[config.mk]
export PLATFORM = sky130hd
export DESIGN_NAME = tow_match_ctrl
export DESIGN_NICKNAME = d
export VERILOG_FILES = /design/src/rtl/tow_pkg.sv /design/src/rtl/tow_hold_timer.sv /design/src/rtl/tow_match_ctrl.sv
export SDC_FILE = /design/constraint.sdc
export NUM_CORES = 1
export LEC_CHECK = 0
export ABC_AREA = 1
export BUFFER_PORTS_ARGS = -buffer_cell sky130_fd_sc_hd__buf_2
export CAP_MARGIN = 15
export CORE_UTILIZATION = 53
export DETAILED_ROUTE_END_ITERATION = 16
export PLACE_DENSITY_LB_ADDON = 0.25
export SETUP_SLACK_MARGIN = 0.3
export SYNTH_ARGS = -nofsm -noshare
export SYNTH_HDL_FRONTEND = slang
export SYNTH_SLANG_ARGS = --single-unit
[constraint.sdc]
create_clock -name clk -period 1.9 [get_ports clk]
set_input_delay 0.19 -clock clk [delete_from_list [all_inputs] [get_ports clk]]
set_output_delay 0.19 -clock clk [all_outputs]
set_load 0.05 [all_outputs]
[src/rtl/tow_pkg.sv]
// Shared types and helpers for the tug-of-war match controller slice.
package tow_pkg;

    localparam int SCORE_W = 3;

    // Match sequencer states.
    typedef enum logic [2:0] {
        IDLE  = 3'd0,
        PLAY  = 3'd1,
        HOLD  = 3'd2,
        CLEAR = 3'd3,
        DONE  = 3'd4
    } tow_state_e;

    // Round / match result codes.
    typedef logic [1:0] winner_t;
    localparam winner_t WIN_NONE = 2'b00;
    localparam winner_t WIN_P1   = 2'b01;
    localparam winner_t WIN_P2   = 2'b10;
    localparam winner_t WIN_DRAW = 2'b11;

    // Saturating score increment: never passes max_s, never wraps.
    function automatic logic [SCORE_W-1:0] sat_inc(input logic [SCORE_W-1:0] s,
                                                   input logic [SCORE_W-1:0] max_s);
        if (s >= max_s) begin
            return max_s;
        end
        return s + SCORE_W'(1);
    endfunction

endpackage

[src/rtl/tow_hold_timer.sv]
// Loadable down-counter that times how long a round result stays on the field.
// load wins over en; the counter parks at zero and done stays high there.
module tow_hold_timer #(
    parameter int unsigned HOLD_CYCLES = 8
) (
    input  logic clk,
    input  logic reset,
    input  logic load,
    input  logic en,
    output logic done
);

    localparam int unsigned W = (HOLD_CYCLES > 1) ? $clog2(HOLD_CYCLES) : 1;
    localparam logic [W-1:0] LOAD_VAL = W'(HOLD_CYCLES - 1);

    logic [W-1:0] count;

    // Load on entry to the hold window, then count down to zero and stop.
    always_ff @(posedge clk or posedge reset) begin
        if (reset) begin
            count <= '0;
        end else if (load) begin
            count <= LOAD_VAL;
        end else if (en && (count != '0)) begin
            count <= count - W'(1);
        end
    end

    assign done = (count == '0);

endmodule

[src/rtl/tow_match_ctrl.sv]
// Match-level sequencer for tug-of-war: enables play, clears the field
// between rounds, tallies round wins and declares the champion.
// Presses are single-cycle pulses; win1/win2 are levels that are only
// looked at while the FSM is in PLAY. There is no back-pressure.
module tow_match_ctrl
    import tow_pkg::*;
#(
    parameter int unsigned MAX_SCORE   = 7,
    parameter int unsigned HOLD_CYCLES = 8
) (
    input  logic               clk,
    input  logic               reset,
    input  logic               p1_press,
    input  logic               p2_press,
    input  logic               win1,
    input  logic               win2,
    output logic               play_en,
    output logic               field_reset,
    output logic [SCORE_W-1:0] score1,
    output logic [SCORE_W-1:0] score2,
    output logic [1:0]         round_winner,
    output logic               match_over,
    output logic [1:0]         champion
);

    localparam logic [SCORE_W-1:0] MAX_S = SCORE_W'(MAX_SCORE);

    tow_state_e state;
    tow_state_e state_next;
    logic       hold_done;
    logic       round_end;
    logic       match_won;

    // The computer's press never starts or ends a match.
    logic unused_p2;
    assign unused_p2 = p2_press;

    assign round_end = (state == PLAY) && (win1 || win2);
    assign match_won = (score1 == MAX_S) || (score2 == MAX_S);

    tow_hold_timer #(
        .HOLD_CYCLES(HOLD_CYCLES)
    ) u_hold_timer (
        .clk   (clk),
        .reset (reset),
        .load  (round_end),
        .en    (state == HOLD),
        .done  (hold_done)
    );

    // State register.
    always_ff @(posedge clk or posedge reset) begin
        if (reset) begin
            state <= IDLE;
        end else begin
            state <= state_next;
        end
    end

    // Next-state logic.
    always_comb begin
        state_next = state;
        case (state)
            IDLE:    if (p1_press) state_next = PLAY;
            PLAY:    if (win1 || win2) state_next = HOLD;
            HOLD:    if (hold_done) state_next = match_won ? DONE : CLEAR;
            CLEAR:   state_next = PLAY;
            DONE:    if (p1_press) state_next = IDLE;
            default: state_next = IDLE;
        endcase
    end

    // Moore outputs decoded from the current state.
    always_comb begin
        play_en     = (state == PLAY);
        field_reset = (state == IDLE) || (state == CLEAR);
        match_over  = (state == DONE);
    end

    // Score, round result and champion registers.
    always_ff @(posedge clk or posedge reset) begin
        if (reset) begin
            score1       <= '0;
            score2       <= '0;
            round_winner <= WIN_NONE;
            champion     <= WIN_NONE;
        end else begin
            case (state)
                PLAY: begin
                    if (win1 && !win2) begin
                        score1       <= sat_inc(score1, MAX_S);
                        round_winner <= WIN_P1;
                    end else if (win2 && !win1) begin
                        score2       <= sat_inc(score2, MAX_S);
                        round_winner <= WIN_P2;
                    end else if (win1 && win2) begin
                        round_winner <= WIN_DRAW;
                    end
                end
                HOLD: begin
                    if (hold_done && match_won) begin
                        champion <= (score1 == MAX_S) ? WIN_P1 : WIN_P2;
                    end
                end
                DONE: begin
                    if (p1_press) begin
                        score1       <= '0;
                        score2       <= '0;
                        round_winner <= WIN_NONE;
                        champion     <= WIN_NONE;
                    end
                end
                default: ;
            endcase
        end
    end

endmodule

Word-level counts from Yosys, hierarchy flattened
Cells that the tools add are included.
{"block": "totals", "input_bits": 6, "ff_bits": 16, "output_inout_bits": 13, "wordCells": 80}
{"block": "op_classes", "add_sub_neg": 3, "mux": 32, "order_cmp": 2, "n_reduce_logical": 22, "n_eq_ne": 15}
{"cell": "$mux 3", "count": 14}
{"cell": "$pmux 3 s5", "count": 1}
{"cell": "$mux 2", "count": 6}
{"cell": "$pmux 3 s2", "count": 2}
{"cell": "$ne 2x2->1 const B", "count": 5}
{"cell": "$eq 3x3->1 const B", "count": 3}
{"cell": "$reduce_and 3->1", "count": 3}
{"cell": "$pmux 2 s2", "count": 2}
{"cell": "$reduce_and 4->1", "count": 2}
{"cell": "$mux 1", "count": 7}
{"cell": "$add 3x1->3 const B", "count": 2}
{"cell": "$eq 3x2->1 const B", "count": 2}
{"cell": "$ge 3x3->1 const B", "count": 2}
{"cell": "$logic_and 1x1->1", "count": 6}
{"cell": "$logic_not 3->1", "count": 2}
{"cell": "$ne 2x1->1 const B", "count": 3}
{"cell": "$reduce_bool 2->1", "count": 3}
{"cell": "$ne 4x1->1 const B", "count": 1}
{"cell": "$eq 3x1->1 const B", "count": 1}
{"cell": "$logic_or 1x1->1", "count": 3}
{"cell": "$reduce_bool 3->1", "count": 1}
{"cell": "$sub 3x1->3 const B", "count": 1}
{"cell": "$logic_not 1->1", "count": 2}

Longest topological paths before layout
Gate-level depths: netlist (run 1).
{"block": "logic_depth", "depth_word": 9, "depth_mapped": 9, "depth_no_buf": 9}

Hierarchy
A second synthesis (run 1) with hierarchy kept.
{"block": "hier_totals", "hier_cells": 154, "hier_area_um2": 1088.5}
{"mod": "tow_match_ctrl", "seq_area_each_um2": 325.3, "n_inst": 1, "area_each_um2": 910.9, "cells_per_inst": 131}
{"mod": "tow_hold_timer", "seq_area_each_um2": 75.1, "n_inst": 1, "area_each_um2": 177.7, "cells_per_inst": 23}

Worst setup path after synthesis (run 1)
OpenSTA, ideal clock, no wires.
{"block": "synth_path", "path_kind": "register to register", "from": "reg score1[0]", "to": "reg champion[0]", "path_buffers": 0, "period_less_slack_ns": 1.652, "setup_time_ns": 0.119, "arrival_ns": 1.533, "path_slack_ns": 0.248, "path_stages_with_launch": 10, "t_required_ns": 1.781, "cell_sequence": "dfrtp_1 > ha_1 > ha_1 > inv_1 > nand2_1 > nand2_1 > nand2_1 > nand3_1 > nand2_1 > nand2_1"}
{"block": "synth_between", "elab_chain_len": 5, "word_cells_on_any_way": 8, "cone_classes": "eq/ne (2); mux (3); reduce/logical (3)"}
{"item": "from (decl)", "line_no": "tow_match_ctrl.sv:19", "rtl": "output logic [SCORE_W-1:0] score1,"}
{"item": "from (signal assigned)", "line_no": "tow_match_ctrl.sv:91", "rtl": "score1 <= sat_inc(score1, MAX_S);"}
{"item": "$eq 3x3->1 *", "line_no": "tow_match_ctrl.sv:39, tow_match_ctrl.sv:102"}
{"item": "$logic_or 1x1->1", "line_no": "tow_match_ctrl.sv:39", "rtl": "assign match_won = (score1 == MAX_S) || (score2 == MAX_S);"}
{"item": "$logic_and 1x1->1", "line_no": "tow_match_ctrl.sv:101", "rtl": "if (hold_done && match_won) begin"}
{"item": "$ne 2x2->1 (no source line)"}
{"item": "$reduce_and 3->1 (no source line)"}
{"item": "to (signal assigned)", "line_no": "tow_match_ctrl.sv:102", "rtl": "champion <= (score1 == MAX_S) ? WIN_P1 : WIN_P2;"}
{"item": "to (decl)", "line_no": "tow_match_ctrl.sv:23", "rtl": "output logic [1:0] champion"}
Mark *: on every way between the ends. The rest lies on a longest branch, timed or not. The select of a mux whose other input is x is not followed.
A chain may end at the register's enable or synchronous reset.

Final worst setup path (run 1)
{"block": "layout_path", "from": "reg state[2]", "to": "out play_en"}
{"block": "layout_between", "elab_chain_len": 1}
{"item": "from (decl)", "line_no": "tow_match_ctrl.sv:28", "rtl": "tow_state_e state;"}
{"item": "from (signal assigned)", "line_no": "tow_match_ctrl.sv:56", "rtl": "state <= state_next;"}
{"item": "$eq 3x1->1", "line_no": "tow_match_ctrl.sv:75", "rtl": "play_en = (state == PLAY);"}
{"item": "to (decl)", "line_no": "tow_match_ctrl.sv:17", "rtl": "output logic play_en,"}
No other way between the ends.

==> qor.yml, run 1 <==
status: "finished, final reports clean"
grt_start_max_net_pins: 17
min_path_type: "input pin to flip-flop"
fin_crit_ns: 1.53
synth_top_family_by_area: "simple AND/OR/NAND/NOR gates"
final_cell_mix: "nand2_1, inv_1, nand3_1, buf_2"
nNetsFinal: 190
drive_above_1_share_pct: 24.9
fin_skew_ns: 0.00296
yosysWarningCount: 0
cap_viol_max_count: 0
syn_to_final_growth_pct: 19.9
ys_ff_latch: 16
setup_violations: 0
final_common_cell: "nand2_1"
grt_pass1_vias: 892
ys_seq_area_share_pct: 37.2
path_buf_inv: 3
synth-simple-area-share_pct: 40.8
start_util_pct: 59.1
fp.dieW_um: 47.1
drv_slew: 0
synth_fa_ha_area_share_pct: 6.98
synth_top_area_share_pct: 37.2
crit_family: "flip-flops"
synth_cells: 151
peakVddDrop_uv: 1150
antenna_found_initial: 0
wl_per_cell_um: 10.9
worstPathMaxFanout: 8
die_area_um2: 2210
place_congestion: 0.804
crit_required_ns: 1.71
wirelength_um: 2200
worstPathArrival_ns: 1.34
fmax_mhz: 651
clock_latency_ns: 0.29
io_buffers: 17
fillers: 162
vias: 1041
mappedNetlistArea_um2: 1080
drtIter0Drc: 31
multi_input_area_um2: 564
diodes: 0
cts_tree: "done"
via_per_inst: 5.15
rows: 15
yosysTopAreaCell: "dfrtp_1"
slowest_delay_ns: 0.46
relSlewSlack_pct: 60.3
grt_overflow: 0
avgSynthCellArea_um2: 7.13
cp_slowest_cell: "dfrtp_2"
drc: 0
synth.top_cells.by_area: "dfrtp_1, nand2_1, inv_1"
final.setup.worst_slack_ns: 0.365
ctsLongestPathBuffers: 2
seqCellArea_um2: 408
pwr_density_cell_nw_per_um2: 1900
synthDistinctLibCells: 19
power.leakage_nw: 0.803
grt_pass1_wl_um: 3550
cp-end-kind: "output pin"
worst_pin_slew_ns: 0.595
synthMuxAreaShare_pct: 0
tns_ns: 0
dp_hpwl_um: 1620
cp-start-kind: "flip-flop"
cts_buffers: 3
boundaryPins: 19
path_class: "flip-flop to output pin"
hold_violations: 0
postRouteAntennaNets: 0
drt_first_pass_iters: 4
synth_compound_area_share_pct: 4.19
coreArea_um2: 1820
dp_slack_ns: 0.383
die-height_um: 47.1
root_buffer: "clkbuf_4"
total_power_mw: 2.45
grt_usage_pct: 23.1
finalCritPeriodShare_pct: 80.8
synth_nets: 163
crit_chain: "inv_2 > nand3_1 > inv_1 > buf_6"
rsz0062_at_grt: "no"
synth_xor_area_share_pct: 0
clk_pin_slew_ns: 0.09
cts_sinks: 16
cts_max_level: 1
-- state kept, by name, summed over array words and instances (netlist names) --
| signal | flops |
|---|---|
| round_winner | 2 |
| state | 3 |
| u_hold_timer.count | 3 |
| score2 | 3 |
| score1 | 3 |
| champion | 2 |
-- layout make-up --
cell class,count,share of cell area [%]
clock buffers,4,2.81
inverters,28,8.15
multi-input cells,106,43.7
flip-flops and latches,16,31.6
well taps,25,2.42
repair buffers,23,11.3
-- what timing repair did --
item                                   CTS  global route
pin swaps                                1             0
endpoints found under the hold margin   16             0
gates resized for setup                  3             7
hold buffers                             1             0
cloned                                   0             0
setup endpoints to repair                3             5
setup buffers                            2             3
-- stage by stage --
step	utilization (%)	cells	area [um2]	hold slack, ns
after floorplan	-	151	1080	0.104
after global placement	65.1	192	1180	0.288
after detailed placement	65.1	192	1180	0.290
after CTS	68.8	199	1250	0.305
after global routing	70.9	202	1290	0.341
final	70.9	202	1290	0.313
-- cell usage after synthesis --
library cell and count:
a21oi_1 2, buf_6 1, dfrtp_1 16, ha_1 6, inv_1 27, inv_2 1
nand2_1 49, nand2_2 1, nand2_4 2, nand3_1 18, nand3_2 2, nand3b_1 4
nand4_1 4, nor2_1 10, nor2_2 2, nor2_4 1, o211ai_1 1, o21ai_0 1
o21bai_1 3
-- path summary, 6_finish.rpt --
| check | to | depth (start not counted) | slack [ns] | startpoint |
|---|---|---|---|---|
| min in group asynchronous | champion[1]$_DFFE_PP0P_ | 3 | 0.49 | reset |
| min reg2reg | round_winner[0]$_DFFE_PP0P_ | 2 | 0.49 | round_winner[0]$_DFFE_PP0P_ |
| max | play_en | 4 | 0.37 | state[2]$_DFFE_PP0P_ |
| min | round_winner[0]$_DFFE_PP0P_ | 6 | 0.31 | win2 |
| max in group asynchronous | state[1]$_DFFE_PP0P_ | 3 | 0.99 | reset |
| max reg2reg | state[1]$_DFFE_PP0P_ | 7 | 0.41 | score1[0]$_DFFE_PP0P_ |
-- worst register-to-register path, delay by kind of cell, from the launching register on --
kind / cells / cell delay [ns]
AOI/OAI and AO/OA: 1 / 0.15
and+or+nand+nor: 3 / 0.30
adders and majority gates: 2 / 0.41
buffers and inverters: 1 / 0.09
DFF: 1 / 0.45
-- cell families after synthesis --
kind of cell	Yosys count
fa+ha+maj	6
buf+inv	29
flops	16
compound gates	7
simple gates	93
-- per-layer routing --
layer  global-route usage [%]  wire, um  up-vias
met1                     29.5       987      488
li1                         -         -      526
met2                     38.9      1100       22
met5                        0         0        -
met3                     2.31        62        5
met4                     12.0        44        0
-- power by group --
part	internal (mW)	leakage, nW	total, mW	switching (mW)
Sequential	0.509	0.187	0.653	0.145
Clock	0.117	0.0210	0.229	0.112
Combinational	0.498	0.595	1.57	1.07
Total	1.12	0.803	2.45	1.33
Power figures use the tool's default switching activity.
==> run 2, diff against run 1 <==
--- a/config.mk
+++ b/config.mk
@@ -5,10 +5,10 @@
 export SDC_FILE = /design/constraint.sdc
 export NUM_CORES = 1
 export LEC_CHECK = 0
-export ABC_AREA = 1
+export ABC_AREA = 0
 export BUFFER_PORTS_ARGS = -buffer_cell sky130_fd_sc_hd__buf_2
 export CAP_MARGIN = 15
-export CORE_UTILIZATION = 53
+export CORE_UTILIZATION = 47
 export DETAILED_ROUTE_END_ITERATION = 16
 export PLACE_DENSITY_LB_ADDON = 0.25
 export SETUP_SLACK_MARGIN = 0.3
==> constraint.sdc (replaced) <==
create_clock -name clk -period 1.2 [get_ports clk]
set_input_delay 0.12 -clock clk [delete_from_list [all_inputs] [get_ports clk]]
set_output_delay 0.12 -clock clk [all_outputs]
set_load 0.05 [all_outputs]
==> run 2 against run 1 <==
- the flow now finishes with violations (setup timing)
- area after synthesis down 13%
- combinational power up 150%
- highest routed layer unchanged
- synthesized cell count down 36%
- setup slack worse by 0.72 ns
- wire length up 69%
- global-route usage up 5.1 points
- sequential cell count unchanged
- die area down 1.5%
- cell count down 15%
==> qor.yml, run 2 <==
grt_pass1_wl_um: 4140  # was 3550 um
via_per_inst: 5.80  # was 5.15
setup_violations: 19  # was 0
r2r_end: "score1[0]$_DFFE_PP0P_"  # was state[1]$_DFFE_PP0P_
path_class: "flip-flop to flip-flop"  # was flip-flop to output pin
synth_top_area_share_pct: 42.6  # was 37.2%
worstSetupStartpoint: "state[0]$_DFFE_PP0P_"  # was state[2]$_DFFE_PP0P_
regToRegSetupSlack_ns: -0.36  # was 0.41 ns
hold_violations: 0  # unchanged
boundaryPins: 19  # unchanged
final_common_cell: "buf_4"  # was nand2_1
clk_pin_slew_ns: 0.11  # was 0.09 ns
die_area_um2: 2180  # was 2210 um2
synth_edf_count: 0  # unchanged
synthFlopType: "dfrtp_1"  # unchanged
worst_pin_slew_ns: 0.430  # was 0.595 ns
cts_sinks: 16  # unchanged
crit_cells: 6  # was 4
finalCritPeriodShare_pct: 130
antenna_found_initial: 0  # unchanged
coreArea_um2: 1800  # was 1820 um2
ys_seq_area_share_pct: 42.6  # was 37.2%
clock_latency_ns: 0.32  # was 0.29 ns
cap_viol_max_count: 0  # unchanged
cts_buffers: 3  # unchanged
io_buffers: 17  # unchanged
cp-end-kind: "flip-flop"  # was output pin
rows: 15  # unchanged
path_buf_inv: 3  # unchanged
yosys-top-cells-count: "dfrtp_1, nor2_1, nand2_1, mux2_2"  # was nand2_1, inv_1, nand3_1, dfrtp_1, nor2_1
grt_pass1_vias: 962  # was 892
die-height_um: 46.7  # was 47.1 um
yosysTopAreaCell: "dfrtp_1"  # unchanged
yosysWarningCount: 0  # unchanged
r2r-start: "state[0]$_DFFE_PP0P_"  # was score1[0]$_DFFE_PP0P_
wl_per_cell_um: 21.6  # was 10.9 um
violations: "setup timing"
cp_slowest_cell: "dfrtp_2"  # unchanged
crit_family: "flip-flops"  # unchanged
synth_nets: 109  # was 163
drive_above_1_share_pct: 68.0  # was 24.9%
synth.top_cells.by_area: "dfrtp_1, mux2_2, ha_1"  # was dfrtp_1, nand2_1, inv_1
cp-start-kind: "flip-flop"  # unchanged
grt_overflow: 0  # unchanged
grt_start_max_net_pins: 17  # unchanged
peakVddDrop_uv: 2150  # was 1150 uV
fin_crit_ns: 1.56
fmax_mhz: 642
cpMostUsedCell: "buf_6"
layout.cells.non_filler: 172  # was 202
start_util_pct: 52.2  # was 59.1%
cts_tree: "done"  # unchanged
fp.dieW_um: 46.7  # was 47.1 um
crit_required_ns: 1.41  # was 1.71 ns
syn_to_final_growth_pct: 82.7  # was 19.9%
final_cell_mix: "buf_4, buf_6, dfrtp_2"  # was nand2_1, inv_1, nand3_1, buf_2
synth.most_common_cell: "dfrtp_1"  # was nand2_1
nNetsFinal: 160  # was 190
synth_cells: 97  # was 151
drtIter0Drc: 30  # was 31
ys_ff_latch: 16  # unchanged
total_power_mw: 5.31  # was 2.45 mW
pwr_density_cell_nw_per_um2: 3090  # was 1900 nW/um2
timing.hold.ws_ns: 0.152  # was 0.313 ns
root_buffer: "clkbuf_4"  # unchanged
avgSynthCellArea_um2: 9.69  # was 7.13 um2
vias: 997  # was 1041
min_path_type: "input pin to flip-flop"  # unchanged
place_congestion: 0.833  # was 0.804
drv_slew: 0  # unchanged
final.setup.worst_slack_ns: -0.358  # was 0.365 ns
mappedNetlistArea_um2: 940  # was 1080 um2
diodes: 0  # unchanged
dp_hpwl_um: 1740  # was 1620 um
worstPathMaxFanout: 5  # was 8
status: "complete, but fails checks"  # was finished, final reports clean
drc: 0  # unchanged
power.leakage_nw: 0.769  # was 0.803 nW
ctsLongestPathBuffers: 2  # unchanged
drt_first_pass_iters: 5  # was 4
cts_max_level: 1  # unchanged
synthDistinctLibCells: 28  # was 19
fin_skew_ns: 0.00874  # was 0.00296 ns
reg2reg_depth: 6  # was 7
hold_depth: 4  # was 6
crit_end: "score1[0]$_DFFE_PP0P_"  # was play_en
crit_chain: "buf_6 > nor3b_4 > buf_4 > buf_6 > a31oi_1 > mux2_4"  # was inv_2 > nand3_1 > inv_1 > buf_6
postRouteAntennaNets: 0  # unchanged
slowest_delay_ns: 0.46  # about the same
dpl.cell_count: 158  # was 192
synthArstFlopShare_pct: 100  # unchanged
wirelength_um: 3720  # was 2200 um
relSlewSlack_pct: 71.1  # was 60.3%
rsz0062_at_grt: "yes"  # was no
worstPathArrival_ns: 1.77  # was 1.34 ns
grt_usage_pct: 28.2  # was 23.1%
run 2: metrics by stage:
stage               setup TNS, ns  utilization, %  instance area, um2  worst slack [ns]
floorplan                   -3.23               -                1040            -0.285
finish                      -5.65            95.3                1720            -0.358
detailed placement          -3.09            71.9                1300            -0.255
CTS                         -4.45            85.3                1540            -0.292
global placement            -2.53            71.9                1300            -0.218
global route                -6.07            95.3                1720            -0.383
run 2: cell families (layout without fill, tap and decap cells):
logic type	Yosys count	in the layout	synth area share [%]
adders and majority gates	6	6	7.99
DFF	16	16	42.6
xor gates and xnor gates	2	2	1.86
AOI/OAI and AO/OA	15	15	10.4
muxes	8	8	9.59
and+or+nand+nor	42	42	23.8
buffers and inverters	8	58	3.73
run 2: report_power, final:
part | internal [mW] | leakage, nW | switching [mW] | total (mW)
logic | 1.89 | 0.569 | 1.96 | 3.85
registers | 0.783 | 0.179 | 0.283 | 1.07
clock network | 0.186 | 0.0210 | 0.208 | 0.394
total | 2.86 | 0.769 | 2.45 | 5.31
run 2: repair_timing:
| item | CTS | global route |
|---|---|---|
| pin swaps | 6 | 15 |
| endpoints found under the hold margin | 16 | 0 |
| cloned | 0 | 0 |
| buffers inserted | 6 | 3 |
| resized for setup | 45 | 39 |
| endpoints found under the setup margin | 29 | 29 |
| hold buffers | 1 | 0 |
run 2: how the worst min path moves through the flow:
stage | startpoint | endpoint | slack (ns)
4_1_cts | win2 | state[0]$_DFFE_PP0P_ | 0.12
5_1_grt | win1 | state[0]$_DFFE_PP0P_ | 0.19
2_1_floorplan | reset | champion[0]$_DFFE_PP0P_ | 0.03
3_5_place_dp | reset | state[1]$_DFFE_PP0P_ | 0.14
3_3_place_gp | reset | state[1]$_DFFE_PP0P_ | 0.13
6_report | win1 | state[0]$_DFFE_PP0P_ | 0.15
run 2: routing by layer:
layer	share of wire (%)	routed length (um)	global-route usage, %
met1	40	1490	28.7
met2	51	1900	50.8
met3	5.2	193	5.10
met4	3.6	133	20.6
met5	0	0	0
run 2: layout make-up:
class                           instances  area, um2
Multi-Input combinational cell         73        738
Timing Repair Buffer                   48        477
Sequential cell                        16        412
Fill cell                              40       85.1
Clock buffer                            4       36.3
Tap cell                               25       31.3
Inverter                                6       22.5
run 2: worst reg2reg max path, delay by kind of cell, from the launching register on:
kind	cells	cell delay, ns
flip-flops	1	0.46
buffers and inverters	3	0.42
multiplexers	1	0.27
AND/OR/NAND/NOR	1	0.24
AO/OA/AOI/OAI	1	0.07
